### src/rtl/exp_scheduler_if.sv
// Requester-side bus of exp_scheduler: per-requester job requests and the shared result channel.
// Requesters use the master modport; the scheduler uses the slave modport.
interface exp_scheduler_if #(
   parameter int DATA_WIDTH = 8,
   parameter int NUM_REQ    = 4,
   parameter int ID_W       = 2
);
   logic [NUM_REQ-1:0]            req_valid;
   logic [NUM_REQ-1:0]            req_ready;
   logic [NUM_REQ*DATA_WIDTH-1:0] req_base;
   logic [NUM_REQ*DATA_WIDTH-1:0] req_exp;
   logic                          rsp_valid;
   logic                          rsp_ready;
   logic [ID_W-1:0]               rsp_id;
   logic [DATA_WIDTH-1:0]         rsp_data;
   logic                          rsp_err;

   modport master (
      output req_valid, req_base, req_exp, rsp_ready,
      input  req_ready, rsp_valid, rsp_id, rsp_data, rsp_err
   );

   modport slave (
      input  req_valid, req_base, req_exp, rsp_ready,
      output req_ready, rsp_valid, rsp_id, rsp_data, rsp_err
   );
endinterface

### src/rtl/exp_scheduler.sv
// Round-robin scheduler sharing one modular exponentiation unit among NUM_REQ requesters.
// Define EXP_SCHED_TIMEOUT_EN to build the WAIT-state watchdog (TIMEOUT_CYCLES).
module exp_scheduler #(
   parameter int DATA_WIDTH     = 8,
   parameter int NUM_REQ        = 4,
   parameter int ID_W           = 2,
   parameter int TIMEOUT_CYCLES = 32
) (
   input  logic                  clock,
   input  logic                  reset_n,
   input  logic                  cfg_we,
   input  logic [DATA_WIDTH-1:0] cfg_modulant,
   input  logic [DATA_WIDTH-1:0] cfg_r_div_two,
   input  logic [DATA_WIDTH-1:0] cfg_r_squared,
   output logic                  cfg_busy,
   exp_scheduler_if.slave        req_bus,
   output logic [DATA_WIDTH-1:0] exp_a,
   output logic [DATA_WIDTH-1:0] exp_b,
   output logic [DATA_WIDTH-1:0] exp_modulant,
   output logic [DATA_WIDTH-1:0] exp_r_div_two,
   output logic [DATA_WIDTH-1:0] exp_r_squared,
   output logic                  exp_set,
   input  logic [DATA_WIDTH-1:0] exp_out,
   input  logic                  exp_finished,
   output logic [1:0]            dbg_state_o,
   output logic                  dbg_cfg_loaded_o
);

   localparam int CW = ID_W + 1;

   typedef enum logic [1:0] {
      IDLE  = 2'd0,
      ISSUE = 2'd1,
      WAIT  = 2'd2,
      RESP  = 2'd3
   } state_t;

   state_t                state_q;
   logic                  cfg_loaded_q;
   logic [DATA_WIDTH-1:0] modulant_q, r_div_two_q, r_squared_q;
   logic [ID_W-1:0]       rr_last_q, cur_id_q, rsp_id_q;
   logic [DATA_WIDTH-1:0] exp_a_q, exp_b_q, rsp_data_q;
   logic                  exp_set_q, rsp_valid_q, rsp_err_q;

   logic                  grant_found, grant_en;
   logic [ID_W-1:0]       grant_idx_d;
   logic [CW-1:0]         cand;
   logic [DATA_WIDTH-1:0] grant_base_d, grant_exp_d;

   // First valid requester after rr_last_q, wrapping at NUM_REQ.
   always_comb begin
      grant_found = 1'b0;
      grant_idx_d = '0;
      cand        = '0;
      for (int i = 1; i <= NUM_REQ; i++) begin
         cand = {1'b0, rr_last_q} + CW'(i);
         if (cand >= CW'(NUM_REQ)) cand = cand - CW'(NUM_REQ);
         if (!grant_found && req_bus.req_valid[cand[ID_W-1:0]]) begin
            grant_found = 1'b1;
            grant_idx_d = cand[ID_W-1:0];
         end
      end
   end

   always_comb begin
      grant_base_d = '0;
      grant_exp_d  = '0;
      for (int j = 0; j < NUM_REQ; j++) begin
         if (grant_idx_d == ID_W'(j)) begin
            grant_base_d = req_bus.req_base[j*DATA_WIDTH +: DATA_WIDTH];
            grant_exp_d  = req_bus.req_exp[j*DATA_WIDTH +: DATA_WIDTH];
         end
      end
   end

   // Handshakes: a request transfers in the cycle req_valid[i] and req_ready[i] are both high;
   // a result transfers in the cycle rsp_valid and rsp_ready are both high. Nothing is queued.
   assign grant_en = reset_n && (state_q == IDLE) && cfg_loaded_q && !cfg_we && grant_found;
   assign req_bus.req_ready = grant_en ? (NUM_REQ'(1) << grant_idx_d) : '0;

`ifdef EXP_SCHED_TIMEOUT_EN
   localparam int TW = $clog2(TIMEOUT_CYCLES + 1);
   logic [TW-1:0] to_cnt_q;
`else
   logic unused_timeout;
   assign unused_timeout = ^TIMEOUT_CYCLES;
`endif

   always_ff @(posedge clock) begin
      if (!reset_n) begin
         state_q      <= IDLE;
         cfg_loaded_q <= 1'b0;
         modulant_q   <= '0;
         r_div_two_q  <= '0;
         r_squared_q  <= '0;
         rr_last_q    <= ID_W'(NUM_REQ - 1);
         cur_id_q     <= '0;
         rsp_id_q     <= '0;
         exp_a_q      <= '0;
         exp_b_q      <= '0;
         rsp_data_q   <= '0;
         exp_set_q    <= 1'b0;
         rsp_valid_q  <= 1'b0;
         rsp_err_q    <= 1'b0;
`ifdef EXP_SCHED_TIMEOUT_EN
         to_cnt_q     <= '0;
`endif
      end else begin
         case (state_q)
            IDLE: begin
               if (cfg_we) begin
                  modulant_q   <= cfg_modulant;
                  r_div_two_q  <= cfg_r_div_two;
                  r_squared_q  <= cfg_r_squared;
                  cfg_loaded_q <= 1'b1;
               end else if (grant_en) begin
                  exp_a_q   <= grant_base_d;
                  exp_b_q   <= grant_exp_d;
                  cur_id_q  <= grant_idx_d;
                  exp_set_q <= 1'b1;
                  state_q   <= ISSUE;
               end
            end
            ISSUE: begin
               exp_set_q <= 1'b0;
               state_q   <= WAIT;
`ifdef EXP_SCHED_TIMEOUT_EN
               to_cnt_q  <= '0;
`endif
            end
            WAIT: begin
               // exp_finished may be stale from an earlier job until our set is seen; it is only read here.
               if (exp_finished) begin
                  rsp_data_q  <= exp_out;
                  rsp_id_q    <= cur_id_q;
                  rsp_valid_q <= 1'b1;
                  state_q     <= RESP;
               end
`ifdef EXP_SCHED_TIMEOUT_EN
               else if (to_cnt_q == TW'(TIMEOUT_CYCLES - 1)) begin
                  rsp_data_q  <= '0;
                  rsp_id_q    <= cur_id_q;
                  rsp_err_q   <= 1'b1;
                  rsp_valid_q <= 1'b1;
                  state_q     <= RESP;
               end else begin
                  to_cnt_q <= to_cnt_q + TW'(1);
               end
`endif
            end
            RESP: begin
               if (req_bus.rsp_ready) begin
                  rr_last_q   <= cur_id_q;
                  rsp_valid_q <= 1'b0;
                  rsp_err_q   <= 1'b0;
                  state_q     <= IDLE;
               end
            end
            default: state_q <= IDLE;
         endcase
      end
   end

   assign cfg_busy          = reset_n && (state_q != IDLE);
   assign exp_a             = exp_a_q;
   assign exp_b             = exp_b_q;
   assign exp_set           = exp_set_q;
   assign exp_modulant      = modulant_q;
   assign exp_r_div_two     = r_div_two_q;
   assign exp_r_squared     = r_squared_q;
   assign req_bus.rsp_valid = rsp_valid_q;
   assign req_bus.rsp_id    = rsp_id_q;
   assign req_bus.rsp_data  = rsp_data_q;
   assign req_bus.rsp_err   = rsp_err_q;
   assign dbg_state_o       = state_q;
   assign dbg_cfg_loaded_o  = cfg_loaded_q;

endmodule

### src/flat_wrapper.sv
// flat-port wrapper written by rule: the top's interface ports become plain ports
module exp_scheduler_flat 
#(
   parameter int DATA_WIDTH     = 8,
   parameter int NUM_REQ        = 4,
   parameter int ID_W           = 2,
   parameter int TIMEOUT_CYCLES = 32
)
  (clock, reset_n, cfg_we, cfg_modulant, cfg_r_div_two, cfg_r_squared, cfg_busy, exp_a, exp_b, exp_modulant, exp_r_div_two, exp_r_squared, exp_set, exp_out, exp_finished, dbg_state_o, dbg_cfg_loaded_o, req_bus_req_valid, req_bus_req_base, req_bus_req_exp, req_bus_rsp_ready, req_bus_req_ready, req_bus_rsp_valid, req_bus_rsp_id, req_bus_rsp_data, req_bus_rsp_err);
  exp_scheduler_if #(.DATA_WIDTH(DATA_WIDTH), .NUM_REQ(NUM_REQ), .ID_W(ID_W)) req_bus_i ();
  input  logic clock;
  input  logic reset_n;
  input  logic cfg_we;
  input  logic [DATA_WIDTH-1:0] cfg_modulant;
  input  logic [DATA_WIDTH-1:0] cfg_r_div_two;
  input  logic [DATA_WIDTH-1:0] cfg_r_squared;
  output logic cfg_busy;
  output logic [DATA_WIDTH-1:0] exp_a;
  output logic [DATA_WIDTH-1:0] exp_b;
  output logic [DATA_WIDTH-1:0] exp_modulant;
  output logic [DATA_WIDTH-1:0] exp_r_div_two;
  output logic [DATA_WIDTH-1:0] exp_r_squared;
  output logic exp_set;
  input  logic [DATA_WIDTH-1:0] exp_out;
  input  logic exp_finished;
  output logic [1:0] dbg_state_o;
  output logic dbg_cfg_loaded_o;
  input wire logic [$bits(req_bus_i.req_valid)-1:0] req_bus_req_valid;
  input wire logic [$bits(req_bus_i.req_base)-1:0] req_bus_req_base;
  input wire logic [$bits(req_bus_i.req_exp)-1:0] req_bus_req_exp;
  input wire logic [$bits(req_bus_i.rsp_ready)-1:0] req_bus_rsp_ready;
  output wire logic [$bits(req_bus_i.req_ready)-1:0] req_bus_req_ready;
  output wire logic [$bits(req_bus_i.rsp_valid)-1:0] req_bus_rsp_valid;
  output wire logic [$bits(req_bus_i.rsp_id)-1:0] req_bus_rsp_id;
  output wire logic [$bits(req_bus_i.rsp_data)-1:0] req_bus_rsp_data;
  output wire logic [$bits(req_bus_i.rsp_err)-1:0] req_bus_rsp_err;
  assign req_bus_i.req_valid = req_bus_req_valid;
  assign req_bus_i.req_base = req_bus_req_base;
  assign req_bus_i.req_exp = req_bus_req_exp;
  assign req_bus_i.rsp_ready = req_bus_rsp_ready;
  assign req_bus_req_ready = req_bus_i.req_ready;
  assign req_bus_rsp_valid = req_bus_i.rsp_valid;
  assign req_bus_rsp_id = req_bus_i.rsp_id;
  assign req_bus_rsp_data = req_bus_i.rsp_data;
  assign req_bus_rsp_err = req_bus_i.rsp_err;
  exp_scheduler #(.DATA_WIDTH(DATA_WIDTH), .NUM_REQ(NUM_REQ), .ID_W(ID_W), .TIMEOUT_CYCLES(TIMEOUT_CYCLES)) u_core (.clock(clock), .reset_n(reset_n), .cfg_we(cfg_we), .cfg_modulant(cfg_modulant), .cfg_r_div_two(cfg_r_div_two), .cfg_r_squared(cfg_r_squared), .cfg_busy(cfg_busy), .req_bus(req_bus_i), .exp_a(exp_a), .exp_b(exp_b), .exp_modulant(exp_modulant), .exp_r_div_two(exp_r_div_two), .exp_r_squared(exp_r_squared), .exp_set(exp_set), .exp_out(exp_out), .exp_finished(exp_finished), .dbg_state_o(dbg_state_o), .dbg_cfg_loaded_o(dbg_cfg_loaded_o));
endmodule
### config.mk
export PLATFORM = sky130hd
export DESIGN_NAME = exp_scheduler_flat
export DESIGN_NICKNAME = d
export VERILOG_FILES = /design/src/rtl/exp_scheduler_if.sv /design/src/rtl/exp_scheduler.sv /design/src/flat_wrapper.sv
export SDC_FILE = /design/constraint.sdc
export NUM_CORES = 1
export LEC_CHECK = 0
export CAP_MARGIN = 30
export CORE_ASPECT_RATIO = 1.4
export CORE_MARGIN = 5
export CORE_UTILIZATION = 39
export CTS_CLUSTER_DIAMETER = 200
export DETAILED_ROUTE_END_ITERATION = 10
export HOLD_SLACK_MARGIN = 0.1
export MAX_ROUTING_LAYER = met4
export PLACE_DENSITY = 0.79
export SETUP_SLACK_MARGIN = 0.15
export SLEW_MARGIN = 25
export SYNTH_ARGS = -nofsm -noshare
export SYNTH_HDL_FRONTEND = slang
export SYNTH_SLANG_ARGS = --single-unit
### constraint.sdc
create_clock -name clock -period 2.7 [get_ports clock]
set_input_delay 0.675 -clock clock [delete_from_list [all_inputs] [get_ports clock]]
set_output_delay 0.675 -clock clock [all_outputs]
set_load 0.02 [all_outputs]
**Word level (Yosys, flattened, before mapping)**

Index checks and enable logic that the tools add are counted.

- Register bits after elaboration: 59

- Reduce and logical (&&, ||, !) cells: 24
- $lt $le $gt $ge: 8
- Multiplexer cells: 40
- Shifts and indexed selects: 1
- Bitwise gates (word level): 1
- Add/subtract/negate cells: 8
- Equality and inequality tests: 10

Operators with widths:

| operator | count |
|---|---|
| 8-bit 2-to-1 mux | 8 |
| 2-bit 2-to-1 mux | 12 |
| 3-bit greater-or-equal comparator, second input constant | 4 |
| 2-bit by 3-bit < comparator with 1-bit output, second input constant | 4 |
| 1-bit 2-to-1 mux | 12 |
| 3-bit AND reduction | 3 |
| 1-bit binary-select mux with 2-bit select | 4 |
| 2-bit == test, second input constant | 4 |
| 1-bit logical AND | 8 |
| 2-bit case mux with 4 select lines | 1 |
| 2-bit by 1-bit subtractor with 2-bit output, second input constant | 4 |
| 2-bit by 2-bit adder with 3-bit output, second input constant | 2 |
| 2-bit != test, second input constant | 3 |
| 2-bit AND reduction | 3 |
| 2-bit nonzero test | 3 |
| 2-bit by 1-bit == test with 1-bit output, second input constant | 2 |
| 1-bit logical NOT | 4 |
| 2-bit logical NOT | 2 |
| 4-bit 2-to-1 mux | 1 |
| 1-bit case mux with 2 select lines | 2 |
| 4-bit AND reduction | 1 |
| 1-bit by 2-bit << shifter with 4-bit output, first input constant | 1 |
| 2-bit by 1-bit adder with 3-bit output, second input constant | 1 |
| 2-bit by 3-bit adder with 3-bit output, second input constant | 1 |
| other kinds (2) | 2 |

**Depth between registers and ports, before layout**

Gate-level depths: netlist of the first run.

- Depth in word-level cells: 20
- Depth in mapped cells: 8

**Worst setup path before layout of the first run**

Ideal clock, no wire load.

- Kind: input to output
- Start point: input req_bus_req_valid[1]
- End point: output req_bus_req_ready[3]
- Path slack: 106 ps
- Arrival: 1919 ps
- Stages on the path: 6
- Path buffers: 1
- Cell sequence: nor2b_2 o21bai_2 and2_1 buf_6 nand2b_1 nor3_1

- Longest elaborated chain between the ends: 14
- Elaborated cells on any way between the ends: 25
- Classes of those cells: shift (1); mux (17); reduce/logical (7)

Ends and longest elaborated chain:

| what | line | RTL |
|---|---|---|
| from (decl) | flat_wrapper.sv:28 | `input wire logic [$bits(req_bus_i.req_valid)-1:0] req_bus_req_valid;` |
| 1-bit binary-select mux with 2-bit select | exp_scheduler.sv:58 | `if (!grant_found && req_bus.req_valid[cand[ID_W-1:0]]) begin` |
| 1-bit 2-to-1 mux (implied by the code) | exp_scheduler.sv:58 |  |
| 1-bit 2-to-1 mux | exp_scheduler.sv:58 |  |
| 1-bit logical NOT | exp_scheduler.sv:58 |  |
| 1-bit logical AND | exp_scheduler.sv:58 |  |
| 1-bit 2-to-1 mux | exp_scheduler.sv:58 |  |
| 1-bit logical NOT | exp_scheduler.sv:58 |  |
| 1-bit logical AND | exp_scheduler.sv:58 |  |
| 1-bit 2-to-1 mux | exp_scheduler.sv:58 |  |
| 1-bit logical NOT | exp_scheduler.sv:58 |  |
| 1-bit logical AND | exp_scheduler.sv:58 |  |
| 2-bit 2-to-1 mux / 1-bit 2-to-1 mux (equally long branches) | exp_scheduler.sv:58 |  |
| 1-bit by 2-bit << shifter with 4-bit output / 1-bit logical AND (equally long branches) | exp_scheduler.sv:79, exp_scheduler.sv:78 |  |
| 4-bit 2-to-1 mux (*) | exp_scheduler.sv:79 | `assign req_bus.req_ready = grant_en ? (NUM_REQ'(1) << grant_idx_d) : '0;` |
| to (decl) | flat_wrapper.sv:32 | `output wire logic [$bits(req_bus_i.req_ready)-1:0] req_bus_req_ready;` |

Every way passes the cells marked *; elsewhere a longest branch is shown, timed or not. The select of a mux whose other input is x is not followed.

**Final worst setup path of the first run**

- Start point: input cfg_we
- End point: output req_bus_req_ready[0]

- Longest elaborated chain between the ends: 4

Ends and longest elaborated chain:

| what | line | RTL |
|---|---|---|
| from (decl) | flat_wrapper.sv:13 | `input logic cfg_we;` |
| 1-bit logical NOT | exp_scheduler.sv:78 | `assign grant_en = reset_n && (state_q == IDLE) && cfg_loaded_q && !cfg_we && grant_found;` |
| 1-bit logical AND (2 in a row) | exp_scheduler.sv:78 |  |
| 4-bit 2-to-1 mux | exp_scheduler.sv:79 |  |

No other way between the ends.

==> flow_metrics.env, run 1 <==
export IMPL_status="finished clean"
export IMPL_postSynthAreaPerCell_um2=8.63
export IMPL_worst_path_buf_inv=3
export IMPL_finalHoldViolations=0
export IMPL_max_freq_mhz=405
export IMPL_antenna_found_initial=0
export IMPL_final_nets=634
export IMPL_crit_chain="clkdlybuf4s15_1 -> and4b_2 -> o41ai_4 -> inv_2 -> o211a_1 -> nor2b_1 -> buf_4"
export IMPL_synth_seq_cells=59
export IMPL_critical_path_top_delay_family="simple AND/OR/NAND/NOR gates"
export IMPL_die_y_um=114
export IMPL_die_w_um=84.1
export IMPL_synth_edff_count=0
export IMPL_htreeDepth=3
export IMPL_cts_sinks=59
export IMPL_gp_congestion=0.888
export IMPL_io_buffers=164
export IMPL_setup_viol=0
export IMPL_synth_top_area_frac=0.393
export IMPL_netlist_top_cells_area="dfxtp_1 39%, a21boi_0 13%, nand2_1 9.6%"
export IMPL_start_kind="input pin"
export IMPL_syn_nets=458
export IMPL_synth_area_leader_cell="dfxtp_1"
export IMPL_cts_tree="done"
export IMPL_yosysMostFrequentCell="nand2_1"
export IMPL_cts_inserted_buffers=9
export IMPL_place_hpwl_um=7690
export IMPL_cp_end_kind="output pin"
export IMPL_grt_pass1_vias=3192
export IMPL_vdd_ir_drop_max_mv=0.296
export IMPL_critPathSlowestCell="and4b_2"
export IMPL_drt_pass1_iter_count=4
export IMPL_powerDensity_nw_per_um2=577
export IMPL_placementRows=38
export IMPL_fin_crit_ps=2470
export IMPL_synth_commonest_cells="77 x nand2_1, 59 x dfxtp_1, 52 x a21boi_0"
export IMPL_drt_iter0_drc=107
export IMPL_dieArea_um2=9580
export IMPL_synthFlopType="dfxtp_1"
export IMPL_yosys_warnings=0
export IMPL_worstPathRequired_ps=2030
export IMPL_report_final_slew_viol_count=0
export IMPL_max_cap_violations=0
export IMPL_grt_overflow_total=0
export IMPL_wl_per_cell_um=15.5
export IMPL_grt_pass1_wl_um=15500
export IMPL_cts_root_buf="clkbuf_8"
export IMPL_max_clock_path_buffers=2
export IMPL_fillers=656
export IMPL_p_leak_uw=0.00210
export IMPL_synthesis_area_um2=3000
export IMPL_fin_worst_skew_ps=8.76
export IMPL_ant_nets=0
export IMPL_grt_max_degree=61
export IMPL_place_inst=606
export IMPL_synthCells=348
export IMPL_power_uw=2930
export IMPL_path_clk_slew_ps=60
export IMPL_ys_seq_area_frac=0.393
export IMPL_drive_gt1_frac=0.150
export IMPL_max_slew_margin_rel=0.607
export IMPL_core_um2=7650
export IMPL_hold_path_class="flop to flop"
export IMPL_clk_latency_ps=330
export IMPL_diodes=0
export IMPL_synthToLayoutAreaGrowth_pct=69.2
export IMPL_arrival_ps=1800
export IMPL_rsz0062_at_grt="false"
export IMPL_viasPerCell=4.97
export IMPL_io_pins=166
export IMPL_stdcell_count=628
export IMPL_wl_um=9740
export IMPL_netlist_cell_type_count=42
export IMPL_crit_fanout=3
export IMPL_async_flop_share=0
export IMPL_remaining_drc_errors=0
export IMPL_initial_utilization=0.392
export IMPL_vias=3123
export IMPL_period_share=0.916
export IMPL_cpPeakStageDelay_ps=340
export IMPL_worst_slew_pin_slew_ps=587
export IMPL_critPathKind="input pin to output pin"
export IMPL_grt_usage=0.207
-- final cells by class --
| cell class | count | area, um^2 | area share |
|---|---|---|---|
| Clock buffer | 10 | 128 | 0.0251 |
| Sequential cell | 59 | 1180 | 0.233 |
| Timing Repair Buffer | 191 | 1860 | 0.365 |
| Inverter | 6 | 22.5 | 0.00443 |
| Tap cell | 100 | 125 | 0.0246 |
| Clock inverter | 5 | 55.1 | 0.0108 |
| Multi-Input combinational cell | 257 | 1710 | 0.337 |
-- placed cells by master, fill, tap and decap left out, types with 3 or more instances in the layout --
cell type,n
clkdlybuf4s50_1,153
nand2_1,77
dfxtp_1,59
a21boi_0,51
buf_4,25
nand3_1,20
mux2i_1,17
and3_1,16
o21ai_0,12
o211ai_2,10
clkbuf_8,9
o21ai_1,7
o211ai_1,6
nor2b_1,5
ha_1,4
inv_2,3
inv_1,3
buf_2,3
buf_6,3
-- routing by layer --
metal  vias to the layer above  global-route usage  routed length, um
met3                         8              0.0831                953
met4                         0              0.0655                119
met1                      1418               0.221               3760
met2                       136               0.349               4910
li1                       1561                   -                  -
met5                         -                   -                  0
-- kinds of logic (layout without fill, tap and decap cells) --
logic type               Yosys count  count (layout)  share of synthesized area
AO/OA/AOI/OAI                    102             102                      0.267
adder cells (fa/ha/maj)            5               5                     0.0208
buffers and inverters             32             212                     0.0525
flip-flops                        59              59                      0.393
multiplexers                      18              18                     0.0617
other                              1               1                    0.00125
AND/OR/NAND/NOR                  131             131                      0.203
-- state kept, by name (all words and copies together), names as in the netlist, 8 cells and up --
| name | count |
|---|---|
| u_core.exp_a | 8 |
| u_core.exp_b | 8 |
| u_core.exp_modulant | 8 |
| u_core.exp_r_div_two | 8 |
| u_core.exp_r_squared | 8 |
| u_core.req_bus.rsp_data | 8 |
-- metrics by stage --
step / TNS, ps / cell area [um^2] / hold WS, ps / worst slack (ps) / utilization
floorplan: 0 / 3010 / 449 / 168 / -
global placement: -2120 / 4820 / 451 / -565 / 0.630
detailed placement: -2460 / 4820 / 457 / -609 / 0.630
CTS: 0 / 5050 / 465 / 150 / 0.660
global route: 0 / 5080 / 482 / 160 / 0.664
finish: 0 / 5080 / 459 / 228 / 0.664
-- power by group --
| group | switching [uW] | internal [uW] |
|---|---|---|
| Clock | 327 | 418 |
| Combinational | 552 | 581 |
| Sequential | 62.1 | 990 |
| Total | 941 | 1990 |
-- worst reg2reg max path: stages, from the launching register on --
cell and delay, ps:
dfxtp_1 320, inv_2 90, ha_4 150, and4b_2 270, o41ai_4 100, buf_4 140
buf_4 210, nor3_4 480, o21ai_0 260, o211ai_2 110
-- repair_timing --
action	CTS	global route
endpoints found under the setup margin	5	5
pin swaps	3	5
hold buffers	0	0
setup buffers	4	3
gates resized for setup	42	11
-- path summary, 6_finish.rpt --
check,to,startpoint,cells past startpoint,slack (ps)
max,req_bus_req_ready[0],cfg_we,7,230
max reg2reg,u_core.exp_b[3]$_SDFFE_PN0P_,u_core.dbg_state_o[1]$_SDFFE_PN0P_,9,500
min reg2reg,u_core.req_bus.rsp_id[0]$_SDFFE_PN0P_,u_core.req_bus.rsp_id[0]$_SDFFE_PN0P_,2,460
min,u_core.req_bus.rsp_id[0]$_SDFFE_PN0P_,u_core.req_bus.rsp_id[0]$_SDFFE_PN0P_,2,460
Note: power is estimated with default switching activity, not from simulation.
==> run 2, diff against run 1 <==
- ABC_AREA: default -> 0
==> results of run 2 <==
Same layout as run 1: the final DEF is identical, and so are final timing and power.
==> run 3, diff against run 2 <==
- HOLD_SLACK_MARGIN: 0.1 -> 0.15
==> results of run 3 <==
Same layout as run 1: the final DEF is identical, and so are final timing and power.
